--- src/rtl/ccsds123_pkg.sv ---
// Shared types and defaults for the CCSDS-123 output buffer.
// ccsds123_word_t is the stored FIFO entry: packed bitstream word plus its last flag.
package ccsds123_pkg;

    localparam int CCSDS123_BUS_WIDTH    = 64;
    localparam int CCSDS123_DEPTH        = 16;
    localparam int CCSDS123_AFULL_MARGIN = 4;

    typedef struct packed {
        logic                          last;
        logic [CCSDS123_BUS_WIDTH-1:0] data;
    } ccsds123_word_t;

    // Pointer width for a power-of-two depth; never narrower than one bit.
    function automatic int ccsds123_ptr_w(input int depth);
        return (depth <= 2) ? 1 : $clog2(depth);
    endfunction

endpackage

--- src/rtl/ccsds123_fifo_mem.sv ---
// Register-file storage for the output FIFO: synchronous write, asynchronous read.
// Contents are intentionally not reset.
module ccsds123_fifo_mem #(
    parameter int W     = 65,
    parameter int DEPTH = 16,
    parameter int AW    = 4
) (
    input  logic          clk,
    input  logic          i_we,
    input  logic [AW-1:0] i_waddr,
    input  logic [W-1:0]  i_wdata,
    input  logic [AW-1:0] i_raddr,
    output logic [W-1:0]  o_rdata
);

    logic [W-1:0] r_mem [DEPTH];

    always_ff @(posedge clk) begin
        if (i_we) r_mem[i_waddr] <= i_wdata;
    end

    assign o_rdata = r_mem[i_raddr];

endmodule

--- src/rtl/ccsds123_out_fifo.sv ---
// Output buffer after ccsds123_top: absorbs the un-throttled word stream and replays it
// as an AXI-Stream master with fill/overflow/frame reporting. Define CCSDS123_OUT_BYTE_SWAP_EN
// to byte-reverse m_axis_tdata for little-endian DMA.
module ccsds123_out_fifo
    import ccsds123_pkg::*;
#(
    parameter int BUS_WIDTH    = CCSDS123_BUS_WIDTH,
    parameter int DEPTH        = CCSDS123_DEPTH,
    parameter int AFULL_MARGIN = CCSDS123_AFULL_MARGIN,
    parameter int CNT_W        = 32
) (
    input  logic                   clk,
    input  logic                   aresetn,
    input  logic [BUS_WIDTH-1:0]   in_data,
    input  logic                   in_valid,
    input  logic                   in_last,
    output logic [BUS_WIDTH-1:0]   m_axis_tdata,
    output logic                   m_axis_tvalid,
    input  logic                   m_axis_tready,
    output logic                   m_axis_tlast,
    output logic                   almost_full,
    output logic [$clog2(DEPTH):0] level,
    output logic                   overflow,
    output logic                   done,
    output logic [CNT_W-1:0]       frame_words
);

    localparam int              AW        = ccsds123_ptr_w(DEPTH);
    localparam int              LW        = $clog2(DEPTH) + 1;
    localparam logic [LW-1:0]   L_FULL    = LW'(DEPTH);
    localparam logic [LW-1:0]   L_AFULL   = LW'(DEPTH - AFULL_MARGIN);
    localparam logic [CNT_W-1:0] CNT_MAX  = '1;
    localparam logic [0:0]      ST_STREAM = 1'b0;
    localparam logic [0:0]      ST_DRAIN  = 1'b1;

    typedef struct packed {
        logic                 last;
        logic [BUS_WIDTH-1:0] data;
    } word_t;

    logic [AW-1:0]    r_wptr, r_rptr;
    logic [LW-1:0]    r_level, r_pend, w_pend_nxt;
    logic [CNT_W-1:0] r_cur, r_frame_words;
    logic [0:0]       r_state;
    logic             r_afull, r_ovf, r_done;
    logic             w_rd, w_wr, w_drop, w_last_rd;
    word_t            w_wword, w_rword;

    assign w_rd      = (r_level != '0) && m_axis_tready;
    assign w_wr      = in_valid && ((r_level != L_FULL) || w_rd);
    assign w_drop    = in_valid && !w_wr;
    assign w_last_rd = w_rd && w_rword.last;
    assign w_wword   = '{last: in_last, data: in_data};

    ccsds123_fifo_mem #(.W($bits(word_t)), .DEPTH(DEPTH), .AW(AW)) u_mem (
        .clk     (clk),
        .i_we    (w_wr),
        .i_waddr (r_wptr),
        .i_wdata (w_wword),
        .i_raddr (r_rptr),
        .o_rdata (w_rword)
    );

    // Pending-lasts counter; a tlast can only leave while the tracker is in DRAIN.
    always_comb begin
        w_pend_nxt = r_pend;
        case ({w_wr && in_last, w_last_rd && (r_state == ST_DRAIN)})
            2'b10:   w_pend_nxt = r_pend + LW'(1);
            2'b01:   w_pend_nxt = r_pend - LW'(1);
            default: w_pend_nxt = r_pend;
        endcase
    end

    always_ff @(posedge clk or negedge aresetn) begin
        if (!aresetn) begin
            r_wptr        <= '0;
            r_rptr        <= '0;
            r_level       <= '0;
            r_pend        <= '0;
            r_state       <= ST_STREAM;
            r_cur         <= '0;
            r_frame_words <= '0;
            r_afull       <= 1'b0;
            r_ovf         <= 1'b0;
            r_done        <= 1'b0;
        end else begin
            if (w_wr) r_wptr <= r_wptr + AW'(1);
            if (w_rd) r_rptr <= r_rptr + AW'(1);
            case ({w_wr, w_rd})
                2'b10:   r_level <= r_level + LW'(1);
                2'b01:   r_level <= r_level - LW'(1);
                default: r_level <= r_level;
            endcase
            r_pend  <= w_pend_nxt;
            r_state <= (w_pend_nxt != '0) ? ST_DRAIN : ST_STREAM;
            // Registered on the pre-edge level, so it lags occupancy by one cycle.
            r_afull <= (r_level >= L_AFULL);
            if (w_drop) r_ovf <= 1'b1;
            r_done  <= w_last_rd;
            if (w_last_rd) begin
                r_frame_words <= (r_cur == CNT_MAX) ? CNT_MAX : r_cur + CNT_W'(1);
                r_cur         <= '0;
            end else if (w_rd && (r_cur != CNT_MAX)) begin
                r_cur <= r_cur + CNT_W'(1);
            end
        end
    end

    assign m_axis_tvalid = (r_level != '0);
    assign m_axis_tlast  = w_rword.last;
    assign almost_full   = r_afull;
    assign level         = r_level;
    assign overflow      = r_ovf;
    assign done          = r_done;
    assign frame_words   = r_frame_words;

`ifdef CCSDS123_OUT_BYTE_SWAP_EN
    for (genvar k = 0; k < BUS_WIDTH/8; k++) begin : g_swap
        assign m_axis_tdata[8*k +: 8] = w_rword.data[BUS_WIDTH-8-8*k +: 8];
    end
`else
    assign m_axis_tdata = w_rword.data;
`endif

endmodule
--- config.mk ---
export PLATFORM = sky130hd
export DESIGN_NAME = ccsds123_out_fifo
export DESIGN_NICKNAME = d
export VERILOG_FILES = /design/src/rtl/ccsds123_pkg.sv /design/src/rtl/ccsds123_fifo_mem.sv /design/src/rtl/ccsds123_out_fifo.sv
export SDC_FILE = /design/constraint.sdc
export NUM_CORES = 1
export LEC_CHECK = 0
export ABC_AREA = 1
export CORE_MARGIN = 5
export CORE_UTILIZATION = 40
export CTS_CLUSTER_SIZE = 8
export DETAILED_ROUTE_END_ITERATION = 10
export PLACE_DENSITY = 0.59
export SYNTH_ARGS = -nofsm -noshare
export SYNTH_HDL_FRONTEND = slang
export SYNTH_SLANG_ARGS = --single-unit
--- constraint.sdc ---
create_clock -name clk -period 3.9 [get_ports clk]
set_clock_uncertainty 0.1 [all_clocks]
set_input_delay 0.78 -clock clk [delete_from_list [all_inputs] [get_ports clk]]
set_output_delay 0.78 -clock clk [all_outputs]
set_load 0.02 [all_outputs]
==> impl_metrics.json <==
{
  "outcome": "complete, no violations",
  "first_iter_violations": 2678,
  "critPathMaxFanout": 50,
  "initial_core_util_pct": 40.24,
  "die_h_um": 343.7,
  "rsz0062_at_grt": "no",
  "cp_slowest_cell": "dfrtp_4",
  "vias": 29050,
  "avgSynthCellArea_um2": 13.11,
  "critPathArrivalTime_ns": 2.89,
  "ys_seq_area_share_pct": 74.62,
  "slowest_delay_ns": 0.52,
  "final_nets": 3679,
  "avgViaCountPerCell": 5.650,
  "htreeDepth": 4,
  "cp.required_ns": 3.02,
  "antenna_found_initial": 10,
  "placed_area_mm2": 0.04844,
  "cts_buffers": 158,
  "yosys_warnings": 0,
  "crit_type": "reg2out",
  "drv_cap": 0,
  "drt-total-wl_mm": 121.1,
  "gp_congestion": 0.8209,
  "tightestPinTransition_ns": 1.083,
  "cts-root-buf": "clkbuf_16",
  "clk_latency_ns": 0.74,
  "tritoncts": "done",
  "ctsHoldBuffers": 0,
  "netlist_area_mm2": 0.04454,
  "clk_pin_slew_ns": 0.05,
  "synth_cells": 3398,
  "drc": 0,
  "drive_gt1_share_pct": 8.854,
  "critical_path.cell_chain": "buf_12 -> inv_16 -> buf_12 -> o21ai_0 -> o221ai_2 -> o211ai_1 -> nand2_1 -> dlygate4sd2_1",
  "p_total_w": 0.04196,
  "fin_crit_ns": 3.773,
  "fin_area_mm2": 0.05344,
  "max-vdd-ir-drop_mv": 0.5168,
  "finalSetupViolations": 0,
  "core_mm2": 0.1107,
  "die_area_mm2": 0.1181,
  "slew_headroom_pct": 27.77,
  "cts_sinks": 1120,
  "crit_top_cell": "buf_12",
  "grt_remaining_overflow": 0,
  "hp-class": "in2async",
  "power_density_mw_per_mm2": 785.2,
  "max_freq_mhz": 265.0,
  "maxSlewViolCount": 0,
  "grt_first_pass_wirelength_mm": 181.3,
  "syn_nets": 3477,
  "gr-usage-all-layers_pct": 20.18,
  "antenna_left": 0,
  "start_kind": "flip-flop",
  "ys_ff_latch": 1120,
  "io_pins": 175,
  "grt_max_degree": 100,
  "period_share_pct": 96.75,
  "grt_pass1_vias": 28450,
  "p_leak_nw": 17.96,
  "die_x_um": 343.7,
  "syn_to_final_growth_pct": 19.99,
  "drtPass1Iterations": 7,
  "synth_cell_types": 32,
  "wl_per_cell_um": 23.55,
  "final-hold-violation-count": 0,
  "cp-end-kind": "primary output",
  "num_rows": 122,
  "clk_path_buf_depth": 3,
  "hpwl_mm": 59.60,
  "numPortBuffers": 174
}
## worst paths after layout
kind,startpoint,end,slack (ns),cells after the start
worst min-delay path,aresetn,frame_words[27],0.15,1
max in group asynchronous,aresetn,r_rptr[1],2.70,1
worst min register to register,frame_words[14],frame_words[14],0.37,2
worst max register to register,r_rptr[0],r_cur[7],1.04,12
worst max-delay path,r_rptr[0],m_axis_tdata[35],0.13,8
min in group clk,frame_words[14],frame_words[14],0.37,2
## what timing repair did
| action | in CTS | in global routing |
|---|---|---|
| pin swaps | 0 | 0 |
| setup endpoints to repair | 63 | 8 |
| buffers inserted | 8 | 0 |
| resized for setup | 83 | 11 |
| cloned | 15 | 0 |
## registers in the layout, indices dropped and copies added, names as in the netlist
register and count:
almost_full 1, r_rptr 4, level 5, r_wptr 4
u_mem.r_mem 1040, r_cur 32, frame_words 32, done 1
overflow 1
## area by class of cell
type / count / area, µm²
diodes: 6 / 15.01
clock buffers: 196 / 4170
clock inverters: 12 / 259.0
fillers: 9570 / 57230
inverters: 58 / 257.7
multi-input cells: 1985 / 10140
flip-flops and latches: 1120 / 33250
well taps: 1488 / 1862
repair buffers: 273 / 3452
repair inverters: 4 / 35.03
## layout by cell type (no fill, tap or decap), drive strengths merged
cell | netlist | layout
a21oi | 5 | 5
xnor2 | 8 | 8
buf | 76 | 96
dfrtp | 80 | 80
clkdlybuf4s50 | 0 | 108
bufinv | 0 | 1
nand3b | 10 | 10
o21ai | 543 | 543
ha | 9 | 9
inv | 57 | 66
nor2 | 621 | 621
edfxtp | 1040 | 1040
xor2 | 14 | 14
nand2 | 305 | 305
o221ai | 197 | 197
diode | 0 | 6
o22ai | 59 | 59
o211ai | 59 | 59
clkinv | 1 | 7
bufbuf | 0 | 6
dlygate4sd2 | 0 | 55
clkbuf | 159 | 197
nand3 | 147 | 147
dlymetal6s2s | 0 | 7
o21bai | 1 | 1
nand4 | 6 | 6
fa | 1 | 1
## kinds of logic (layout without fill, tap and decap cells)
family	count (synthesis)	after routing	synth area share [%]
flip-flops	1120	1120	74.62
AND/OR/NAND/NOR	1089	1089	9.886
AO/OA/AOI/OAI	864	864	11.87
buffers and inverters	293	543	2.896
XOR/XNOR	22	22	0.4326
adder cells (fa/ha/maj)	10	10	0.2978
other	0	6	0
## where the power goes
part / total [W] / switching [W] / leakage (nW) / internal, W
clock network: 0.0124 / 0.00491 / 2.14 / 0.00749
logic: 0.0147 / 0.00996 / 5.36 / 0.00471
registers: 0.0149 / 0.000413 / 10.5 / 0.0145
total: 0.0420 / 0.0153 / 18.0 / 0.0267
## per-stage QoR
| step | util [%] | hold slack, ns | setup WS (ns) | cells | TNS (ns) |
|---|---|---|---|---|---|
| after floorplan | - | 0.3844 | -0.6619 | 3398 | -683.40 |
| after global placement | 43.77 | 0.3619 | 0.4676 | 4905 | 0 |
| after detailed placement | 43.77 | 0.3657 | 0.4443 | 4905 | 0 |
| after CTS | 48.26 | 0.1555 | -0.02744 | 5136 | -0.06288 |
| after global routing | 48.28 | 0.2297 | 0.01465 | 5138 | 0 |
| final | 48.29 | 0.1495 | 0.1268 | 5142 | 0 |
## synth_stat cells (all sizes together)
cell	count	area, µm²
edfxtp	1040	31230
nor2	621	2372
o21ai	543	2718
nand2	305	1182
o221ai	197	1725
clkbuf	159	596.8
nand3	147	735.7
dfrtp	80	2002
buf	76	471.7
o211ai	59	442.9
o22ai	59	369.1
inv	57	216.5
xor2	14	122.6
nand3b	10	75.07
ha	9	112.6
xnor2	8	70.07
nand4	6	37.54
a21oi	5	25.02
clkinv	1	5.000
fa	1	20.02
o21bai	1	7.510
## worst max-delay path, delay by kind of cell, from the launching register on
family / cells / cell delay, ns
flops: 1 / 0.52
buf+inv: 4 / 0.91
simple gates: 1 / 0.18
compound gates: 3 / 0.52
## layer usage
layer | global-route usage, % | wire length (µm) | share of wire [%] | vias up
met2 | 32.01 | 56130 | 46 | 1151
met3 | 4.274 | 9154 | 7.6 | 202
li1 | - | - | - | 13060
met1 | 28.00 | 52680 | 43 | 14640
met4 | 6.559 | 3116 | 2.6 | 6
met5 | 0 | 34 | 0.028 | -
No activity file was read; power rests on OpenSTA's default activity.
